File: src/rtl/m3_pkg.sv
// Shared encodings for the m3 phase driver: step codes, FSM states and the
// six-step gate pattern table (bit0 = A, bit1 = B, bit2 = C).
package m3_pkg;

    localparam logic [2:0] STEP_AB = 3'd0;
    localparam logic [2:0] STEP_AC = 3'd1;
    localparam logic [2:0] STEP_BC = 3'd2;
    localparam logic [2:0] STEP_BA = 3'd3;
    localparam logic [2:0] STEP_CA = 3'd4;
    localparam logic [2:0] STEP_CB = 3'd5;

    localparam logic [1:0] ST_IDLE = 2'd0;
    localparam logic [1:0] ST_DEAD = 2'd1;
    localparam logic [1:0] ST_RUN  = 2'd2;

    typedef struct packed {
        logic [2:0] high;
        logic [2:0] low;
    } gate_pat_t;

    // Floating phase has both gates low; out-of-range codes drive nothing.
    function automatic gate_pat_t gate_pattern(input logic [2:0] step);
        gate_pat_t pat;
        pat = '0;
        case (step)
            STEP_AB: pat = '{high: 3'b001, low: 3'b010};
            STEP_AC: pat = '{high: 3'b001, low: 3'b100};
            STEP_BC: pat = '{high: 3'b010, low: 3'b100};
            STEP_BA: pat = '{high: 3'b010, low: 3'b001};
            STEP_CA: pat = '{high: 3'b100, low: 3'b001};
            STEP_CB: pat = '{high: 3'b100, low: 3'b010};
            default: pat = '0;
        endcase
        return pat;
    endfunction

endpackage

File: src/rtl/m3_pwmCounter.sv
// Free-running PWM counter for the high-side gate; cleared while the drive is idle.
module m3_pwmCounter #(
    parameter int unsigned PWR_W = 8
) (
    input  logic             clkI,
    input  logic             nRstI,
    input  logic             i_run,
    input  logic [PWR_W-1:0] i_power,
    output logic             o_high_en
);

    logic [PWR_W-1:0] r_cnt;

    always_ff @(posedge clkI or negedge nRstI) begin
        if (!nRstI) begin
            r_cnt <= '0;
        end else if (!i_run) begin
            r_cnt <= '0;
        end else begin
            r_cnt <= r_cnt + PWR_W'(1);
        end
    end

    assign o_high_en = (r_cnt < i_power);

endmodule

File: src/rtl/m3_phasedriver.sv
// Six-step commutation driver for a 3-phase bridge with PWM high side and dead time.
// Step timing uses a Bresenham accumulator so the average step is exactly roundLen / 6.
module m3_phasedriver
    import m3_pkg::*;
#(
    parameter int unsigned PWR_W     = 8,
    parameter int unsigned DEAD_T    = 4,
    parameter int unsigned MIN_ROUND = 600
) (
    input  logic             clkI,
    input  logic             nRstI,
    input  logic             workingI,
    input  logic             invRotateI,
    input  logic [31:0]      dstRoundLenI,
    input  logic [PWR_W-1:0] powerI,
    output logic [2:0]       phaseHighO,
    output logic [2:0]       phaseLowO,
    output logic [2:0]       stepO,
    output logic             roundDoneO
);

    localparam int unsigned DEAD_W = (DEAD_T > 1) ? $clog2(DEAD_T) : 1;

    logic [1:0]        r_state, w_state_d;
    logic [2:0]        r_step, w_step_d;
    logic [32:0]       r_acc, w_acc_d;
    logic [DEAD_W-1:0] r_dead_cnt, w_dead_d;
    logic [31:0]       r_round_len, w_len_d;
    logic              r_startup, w_startup_d;
    logic              w_done_d;
    logic [2:0]        r_high, r_low;
    logic              r_round_done;

    logic [31:0] w_round_clamp;
    logic [32:0] w_acc_inc;
    logic        w_hit;
    logic [2:0]  w_step_next;
    logic        w_wrap;
    logic        w_pwm_en;
    gate_pat_t   w_pat;
    logic        w_run_d;

    assign w_round_clamp = (dstRoundLenI < MIN_ROUND) ? 32'(MIN_ROUND) : dstRoundLenI;
    assign w_acc_inc     = r_acc + 33'd6;
    assign w_hit         = (w_acc_inc >= {1'b0, r_round_len});
    assign w_step_next   = invRotateI ? ((r_step == STEP_AB) ? STEP_CB : r_step - 3'd1)
                                      : ((r_step == STEP_CB) ? STEP_AB : r_step + 3'd1);
    assign w_wrap        = invRotateI ? (r_step == STEP_AB) : (r_step == STEP_CB);

    always_comb begin
        w_state_d   = r_state;
        w_step_d    = r_step;
        w_acc_d     = r_acc;
        w_dead_d    = r_dead_cnt;
        w_len_d     = r_round_len;
        w_startup_d = r_startup;
        w_done_d    = 1'b0;
        if (!workingI) begin
            w_state_d = ST_IDLE;
        end else begin
            case (r_state)
                ST_IDLE: begin
                    w_state_d   = ST_DEAD;
                    w_step_d    = STEP_AB;
                    w_acc_d     = '0;
                    w_dead_d    = '0;
                    w_startup_d = 1'b1;
                end
                ST_DEAD: begin
                    // Start-up dead time does not count toward step time.
                    if (!r_startup) begin
                        w_acc_d = w_acc_inc;
                    end
                    if (r_dead_cnt == DEAD_W'(DEAD_T - 1)) begin
                        w_state_d   = ST_RUN;
                        w_startup_d = 1'b0;
                        if (r_startup) begin
                            w_len_d = w_round_clamp;
                        end
                    end else begin
                        w_dead_d = r_dead_cnt + DEAD_W'(1);
                    end
                end
                ST_RUN: begin
                    if (w_hit) begin
                        w_acc_d   = w_acc_inc - {1'b0, r_round_len};
                        w_step_d  = w_step_next;
                        w_state_d = ST_DEAD;
                        w_dead_d  = '0;
                        if (w_wrap) begin
                            w_len_d  = w_round_clamp;
                            w_done_d = 1'b1;
                        end
                    end else begin
                        w_acc_d = w_acc_inc;
                    end
                end
                default: w_state_d = ST_IDLE;
            endcase
        end
    end

    m3_pwmCounter #(
        .PWR_W(PWR_W)
    ) u_pwm (
        .clkI      (clkI),
        .nRstI     (nRstI),
        .i_run     (r_state != ST_IDLE),
        .i_power   (powerI),
        .o_high_en (w_pwm_en)
    );

    // Gates are derived from the next state so they switch in step with it.
    assign w_pat   = gate_pattern(w_step_d);
    assign w_run_d = (w_state_d == ST_RUN);

    always_ff @(posedge clkI or negedge nRstI) begin
        if (!nRstI) begin
            r_state      <= ST_IDLE;
            r_step       <= STEP_AB;
            r_acc        <= '0;
            r_dead_cnt   <= '0;
            r_round_len  <= 32'(MIN_ROUND);
            r_startup    <= 1'b0;
            r_high       <= '0;
            r_low        <= '0;
            r_round_done <= 1'b0;
        end else begin
            r_state      <= w_state_d;
            r_step       <= w_step_d;
            r_acc        <= w_acc_d;
            r_dead_cnt   <= w_dead_d;
            r_round_len  <= w_len_d;
            r_startup    <= w_startup_d;
            r_high       <= (w_run_d && w_pwm_en) ? w_pat.high : 3'b000;
            r_low        <= w_run_d ? w_pat.low : 3'b000;
            r_round_done <= w_done_d;
        end
    end

    assign phaseHighO = r_high;
    assign phaseLowO  = r_low;
    assign stepO      = r_step;
    assign roundDoneO = r_round_done;

endmodule

File: config.mk
export PLATFORM = sky130hd
export DESIGN_NAME = m3_phasedriver
export DESIGN_NICKNAME = d
export VERILOG_FILES = /design/src/rtl/m3_pkg.sv /design/src/rtl/m3_pwmCounter.sv /design/src/rtl/m3_phasedriver.sv
export SDC_FILE = /design/constraint.sdc
export NUM_CORES = 1
export LEC_CHECK = 0
export CORE_MARGIN = 5
export CORE_UTILIZATION = 50
export CTS_CLUSTER_SIZE = 16
export DETAILED_ROUTE_END_ITERATION = 12
export PLACE_DENSITY = 0.82
export SKIP_LAST_GASP = 1
export SLEW_MARGIN = 20
export SYNTH_ARGS = -nofsm -noshare
export SYNTH_HDL_FRONTEND = slang
export SYNTH_SLANG_ARGS = --single-unit
File: constraint.sdc
create_clock -name clkI -period 4.3 [get_ports clkI]
set_clock_uncertainty 0.15 [all_clocks]
set_input_delay 0.645 -clock clkI [delete_from_list [all_inputs] [get_ports clkI]]
set_output_delay 0.645 -clock clkI [all_outputs]
set_load 0.03 [all_outputs]
==> results of run 1 <==
-- cell usage after synthesis, drive strengths merged, types with 3 or more instances --
cell type / instances
and3: 18
a221oi: 4
xnor2: 35
nand4: 15
clkbuf: 26
o2111ai: 3
and4: 4
o21ai: 86
nand3: 33
nand2b: 10
a22o: 5
inv: 63
dfrtp: 84
o21a: 3
o22ai: 4
o211ai: 6
a22oi: 14
mux2: 8
nand3b: 3
nor2b: 9
a31oi: 12
a21oi: 37
dfstp: 4
nor3: 12
ha: 47
o21bai: 5
nand2: 88
xor2: 27
a221o: 6
nor2: 54
a211oi: 6
and2: 4
nor4: 10
or4: 3
buf: 6
a21o: 14
-- area by class of cell --
cell class / count / area [um2]
flip-flops and latches: 88 / 2210
clock buffers: 11 / 243
repair buffers: 108 / 1030
clock inverters: 5 / 81.3
well taps: 176 / 220
multi-input cells: 617 / 4330
fillers: 1057 / 4830
inverters: 63 / 236
-- state kept, by name (all words and copies together) (netlist names) --
| register | count |
|---|---|
| phaseHighO | 3 |
| phaseLowO | 3 |
| r_acc | 33 |
| r_dead_cnt | 2 |
| r_round_len | 32 |
| r_startup | 1 |
| r_state | 2 |
| roundDoneO | 1 |
| stepO | 3 |
| u_pwm.r_cnt | 8 |
-- what timing repair did --
item                                    CTS  global route
gates cloned                              0             3
pin swaps                                 0            15
gates resized for setup                   2            43
endpoints found under the setup margin    9            67
buffers inserted                          0            13
hold buffers                              0             0
-- per-layer routing --
layer	vias to the layer above	share of wire [%]	track usage [%]
met5	-	0	0
met4	0	1.9	7.89
met3	30	7.7	3.56
met2	278	47	35.6
met1	3025	43	31.2
li1	3045	-	-
-- power groups by stage --
stage               sequential [mW]  combinational (mW)  clock [mW]
finish                        0.997               0.919       0.874
global route                   1.01                1.02       0.922
CTS                           0.996               0.873       0.879
detailed placement             1.01               0.861           0
global placement               1.01               0.844           0
floorplan                      1.00               0.606           0
-- worst paths after layout --
path | from | slack (ps) | depth (start not counted) | endpoint
worst max-delay path | r_acc[11]$_DFFE_PN0P_ | 50 | 14 | r_acc[30]$_DFFE_PN0P_
worst min-delay path | nRstI | 220 | 1 | u_pwm.r_cnt[6]$_DFF_PN0_
worst min register to register | u_pwm.r_cnt[0]$_DFF_PN0_ | 330 | 1 | u_pwm.r_cnt[0]$_DFF_PN0_
worst max register to register | r_acc[11]$_DFFE_PN0P_ | 50 | 14 | r_acc[30]$_DFFE_PN0P_
min in group clkI | u_pwm.r_cnt[0]$_DFF_PN0_ | 330 | 1 | u_pwm.r_cnt[0]$_DFF_PN0_
max in group asynchronous | nRstI | 2860 | 2 | r_round_len[9]$_DFFE_PN1P_
-- logic make-up after synthesis --
logic type                 share of synthesized area, %
buffers and inverters                              5.53
DFF                                                32.9
xor gates and xnor gates                           8.22
adders and majority gates                          9.08
and+or+nand+nor                                    20.5
muxes                                              1.49
AOI/OAI and AO/OA                                  22.3
-- through the flow --
stage	worst slack [ps]	TNS, ps	instance area (um2)
detailed placement	-49.7	-65.6	7640
floorplan	73.7	0	6710
global placement	76.6	0	7640
finish	53.5	0	8360
CTS	0.0409	0	7970
global route	-92.6	-947	8360
==> flow_summary.json, run 1 <==
{
  "dp.cells": 1036,
  "post-route-util_pct": 63.4,
  "drc": 0,
  "clk_pin_slew_ps": 70,
  "cp-start-kind": "register",
  "clock-sinks": 88,
  "drt-initial-drc-count": 663,
  "synth_edf_count": 0,
  "cap_violations": 0,
  "finalMaxSlewViolations": 0,
  "ys_warn_count": 0,
  "yosysTopAreaCell": "dfrtp_1",
  "ir_worst_vdd_uv": 219,
  "first_global_vias": 5839,
  "path_class": "reg2reg",
  "layout_commonest_cell": "nand2_1",
  "ios": 54,
  "path_cells": "nand2_1, nor4_4, nand3_1, buf_4, xnor2_1, ha_1, a21oi_1, nand2_1, a221oi_1, o211ai_1, a221o_1, a221oi_2, mux2i_1, a211o_1",
  "coreArea_um2": 13200,
  "diodes": 0,
  "critPathArrivalTime_ps": 4340,
  "grt_antenna_before_repair": 0,
  "grt_max_degree": 65,
  "dp_hpwl_um": 13100,
  "die_h_um": 126,
  "rows": 42,
  "final_nets": 979,
  "wl_per_cell_um": 17.6,
  "status": "complete, no violations",
  "synth_area_leaders": "dfrtp_1 (31%), ha_1 (8.8%), o21ai_0 (5.4%), nand2_1 (4.9%), xnor2_1 (4.6%)",
  "hold_violations": 0,
  "critical_path.max_fanout": 8,
  "first_pass_iters": 5,
  "syn_avg_cell_area_um2": 8.37,
  "synth_nets": 892,
  "pwr-share-clk_pct": 31.3,
  "ys_seq_elements": 88,
  "max_freq_mhz": 235,
  "area_growth_pct": 24.8,
  "synthArstFlopShare_pct": 100,
  "ant_nets": 0,
  "gp_congestion": 0.919,
  "yosysSeqAreaShare_pct": 32.9,
  "power_mw": 2.79,
  "grt_pass1_wl_um": 29100,
  "final_cell_mix": "nand2_1 (87), dfrtp_1 (81), o21ai_0 (70), inv_1 (60), clkdlybuf4s50_1 (52)",
  "drt-vias-per-instance": 5.97,
  "synth_top_area_share_pct": 31.4,
  "grt_util_all_layers_pct": 22.4,
  "whs_ps": 218,
  "p_switching_mw": 0.935,
  "clk_path_buf_depth": 2,
  "wl_um": 18800,
  "slew_headroom_pct": 33.6,
  "p_int_mw": 1.86,
  "dieArea_um2": 15800,
  "layout.cells.non_filler": 1068,
  "cp_slowest_stage_delay_ps": 470,
  "vias": 6378,
  "yosysUniqueCellTypes": 79,
  "switching_share_pct": 33.5,
  "power_density_nw_per_um2": 334,
  "clock_latency_ps": 350,
  "fin_crit_sh_pct": 98.8,
  "path_buf_inv": 1,
  "port_buffers": 53,
  "fp.dieW_um": 126,
  "fin_crit_ps": 4250,
  "worst_slew_pin_slew_ps": 995,
  "setup-violations-final": 0,
  "pwr-share-seq_pct": 35.7,
  "cp.required_ps": 4390,
  "cp_top_family": "compound AO/OA/AOI/OAI gates",
  "hold_path_class": "in2async",
  "cp-end-kind": "register",
  "crit_slowest_cell": "nor4_4",
  "netlist_area_um2": 6700,
  "power_leakage_nw": 3.79,
  "initial_core_util_pct": 50.8,
  "cts_inserted_buffers": 9,
  "cts_tree": "done",
  "synthCells": 800,
  "drive_gt1_share_pct": 15.5,
  "ys.flop_type": "dfrtp_1",
  "cts_max_level": 3,
  "path_common_cell": "nand2_1",
  "root_buffer": "clkbuf_16",
  "pwr-share-comb_pct": 32.9,
  "grt_overflow": 0
}
Power figures use the tool's default switching activity.
==> run 2, diff against run 1 <==
Settings changed: CORE_UTILIZATION 50 to 30, PLACE_DENSITY 0.82 to 0.57.
==> flow_summary.json, run 2 (synthesized netlist as in run 1, its figures left out) <==
{
  "status": "complete, no violations",
  "clk_pin_slew_ps": 70,
  "crit_slowest_cell": "or4b_1",
  "ios": 54,
  "port_buffers": 53,
  "die_h_um": 159,
  "r2r_slack_ps": 120,
  "dr_wl_met3_um": 1030,
  "max_freq_mhz": 239,
  "fin_crit_sh_pct": 97.3,
  "drc": 0,
  "wl_um": 18800,
  "maxUsedRoutingLayer": "met4",
  "n_fill_cell": 2292,
  "cp.required_ps": 4430,
  "drt-initial-drc-count": 463,
  "diodes": 0,
  "critical_path.max_fanout": 8,
  "layout.cells.non_filler": 1191,
  "setup-violations-final": 0,
  "path_common_cell": "buf_4",
  "rsz0062_at_grt": "true",
  "rows": 54,
  "cts_tree": "done",
  "largest-register": "r_acc",
  "grt_antenna_before_repair": 0,
  "fin_tns_setup_ps": 0,
  "final_nets": 998,
  "dp.cells": 1161,
  "whs_ps": 254,
  "grt_util_all_layers_pct": 14.7,
  "first_pass_iters": 5,
  "placed_area_um2": 7910,
  "path_class": "reg2reg",
  "fp.dieW_um": 159,
  "wl_met2_um": 8240,
  "critPathArrivalTime_ps": 4310,
  "drive_gt1_share_pct": 17.1,
  "hold_violations": 0,
  "wl_met1_um": 9330,
  "cp-start-kind": "register",
  "grt_pass1_wl_um": 30600,
  "clock_latency_ps": 360,
  "dieArea_um2": 25400,
  "layout_commonest_cell": "nand2_1",
  "drt-vias-per-instance": 5.19,
  "hold_path_class": "in2async",
  "worst_slew_pin_slew_ps": 991,
  "largestRegisters": "r_acc (33), r_round_len (32), u_pwm.r_cnt (8)",
  "cts_max_level": 3,
  "ir_worst_vdd_uv": 187,
  "power_leakage_nw": 3.89,
  "cap_violations": 0,
  "grt_max_degree": 68,
  "root_buffer": "clkbuf_16",
  "slew_headroom_pct": 33.9,
  "path_buf_inv": 4,
  "fin_crit_ps": 4180,
  "multiInputGateArea_um2": 4300,
  "cp_top_family": "simple AND/OR/NAND/NOR gates",
  "clk_path_buf_depth": 2,
  "ant_nets": 0,
  "regArea_um2": 2210,
  "cp_slowest_stage_delay_ps": 530,
  "wl_per_cell_um": 15.8,
  "first_global_vias": 5809,
  "gp_congestion": 0.867,
  "grt_overflow": 0,
  "dp_hpwl_um": 14100,
  "finalInstanceArea_um2": 8480,
  "finalMaxSlewViolations": 0,
  "power_density_nw_per_um2": 320,
  "clock-sinks": 88,
  "largest_register_ffs": 33,
  "coreArea_um2": 21900,
  "vias": 6176,
  "power_mw": 2.71,
  "final_cell_mix": "nand2_1 (86), dfrtp_1 (84), buf_4 (73), o21ai_0 (71), inv_1 (63)",
  "path_cells": "inv_1, ha_1, nor2_2, and3_4, nand3_4, nor3_4, nand4_1, xnor2_2, ha_1, buf_4, nand3_1, nor2_1, nor4_2, buf_4, buf_4, a41o_1, a31oi_2, or4b_1, o21ai_1",
  "initial_core_util_pct": 30.6,
  "cts_inserted_buffers": 9,
  "cts_hold_buf": 0,
  "area_growth_pct": 26.6,
  "cp-end-kind": "register"
}
-- run 2: changes by cell type in the layout (fill, tap and decap cells not counted), sizes merged --
cell,change
buf,+22
bufinv,-2
clkbuf,-4
clkinvlp,+1
inv,+2
-- run 2: cell type report --
cell class              instances  area share, %
repair buffers                127           13.0
flip-flops and latches         88           26.0
inverters                      63           2.79
multi-input cells             617           50.8
clock inverters                 6          0.502
well taps                     280           4.13
clock buffers                  10           2.82
-- run 2: repair_timing --
action / in CTS / in global routing
buffers inserted: 0 / 14
endpoints found under the setup margin: 9 / 74
pin swaps: 0 / 10
resized for setup: 1 / 34
-- run 2: power by group --
part,internal (mW),switching [mW],total (mW)
logic,0.394,0.541,0.935
clock network,0.411,0.374,0.785
registers,0.953,0.0389,0.992
total,1.76,0.954,2.71
-- run 2: stage by stage --
| step | utilization [%] | setup WS, ps |
|---|---|---|
| after CTS | 37.5 | 2.63 |
| final | 38.7 | 118 |
| after detailed placement | 36.1 | -45.6 |
| after floorplan | - | 73.7 |
| after global placement | 36.1 | 2.75 |
| after global routing | 38.7 | -48.2 |
-- run 2: worst paths after layout --
| check | startpoint | end | cells after the start |
|---|---|---|---|
| worst min register to register | u_pwm.r_cnt[0]$_DFF_PN0_ | u_pwm.r_cnt[0]$_DFF_PN0_ | 1 |
| min in group clkI | u_pwm.r_cnt[0]$_DFF_PN0_ | u_pwm.r_cnt[0]$_DFF_PN0_ | 1 |
| worst max register to register | r_acc[2]$_DFFE_PN0P_ | phaseLowO[0]$_DFF_PN0_ | 19 |
| worst max-delay path | r_acc[2]$_DFFE_PN0P_ | phaseLowO[0]$_DFF_PN0_ | 19 |
| max in group asynchronous | nRstI | r_round_len[9]$_DFFE_PN1P_ | 2 |
| worst min-delay path | nRstI | u_pwm.r_cnt[4]$_DFF_PN0_ | 1 |
-- run 2: per-layer routing --
layer | vias up | GRT usage [%]
li1 | 3078 | -
met1 | 2914 | 21.7
met2 | 168 | 22.1
met3 | 16 | 2.61
met4 | 0 | 3.76
met5 | - | 0
==> run 3, diff against run 2 <==
--- a/config.mk
+++ b/config.mk
@@ -12,5 +12,4 @@
 export PLACE_DENSITY = 0.57
 export SKIP_LAST_GASP = 1
-export SLEW_MARGIN = 20
 export SYNTH_ARGS = -nofsm -noshare
 export SYNTH_HDL_FRONTEND = slang
--- a/constraint.sdc
+++ b/constraint.sdc
@@ -3,3 +3,3 @@
 set_input_delay 0.645 -clock clkI [delete_from_list [all_inputs] [get_ports clkI]]
 set_output_delay 0.645 -clock clkI [all_outputs]
-set_load 0.03 [all_outputs]
+set_load 0.05 [all_outputs]
==> results of run 3 <==
The final DEF is identical to that of run 2. Status: complete, no violations.
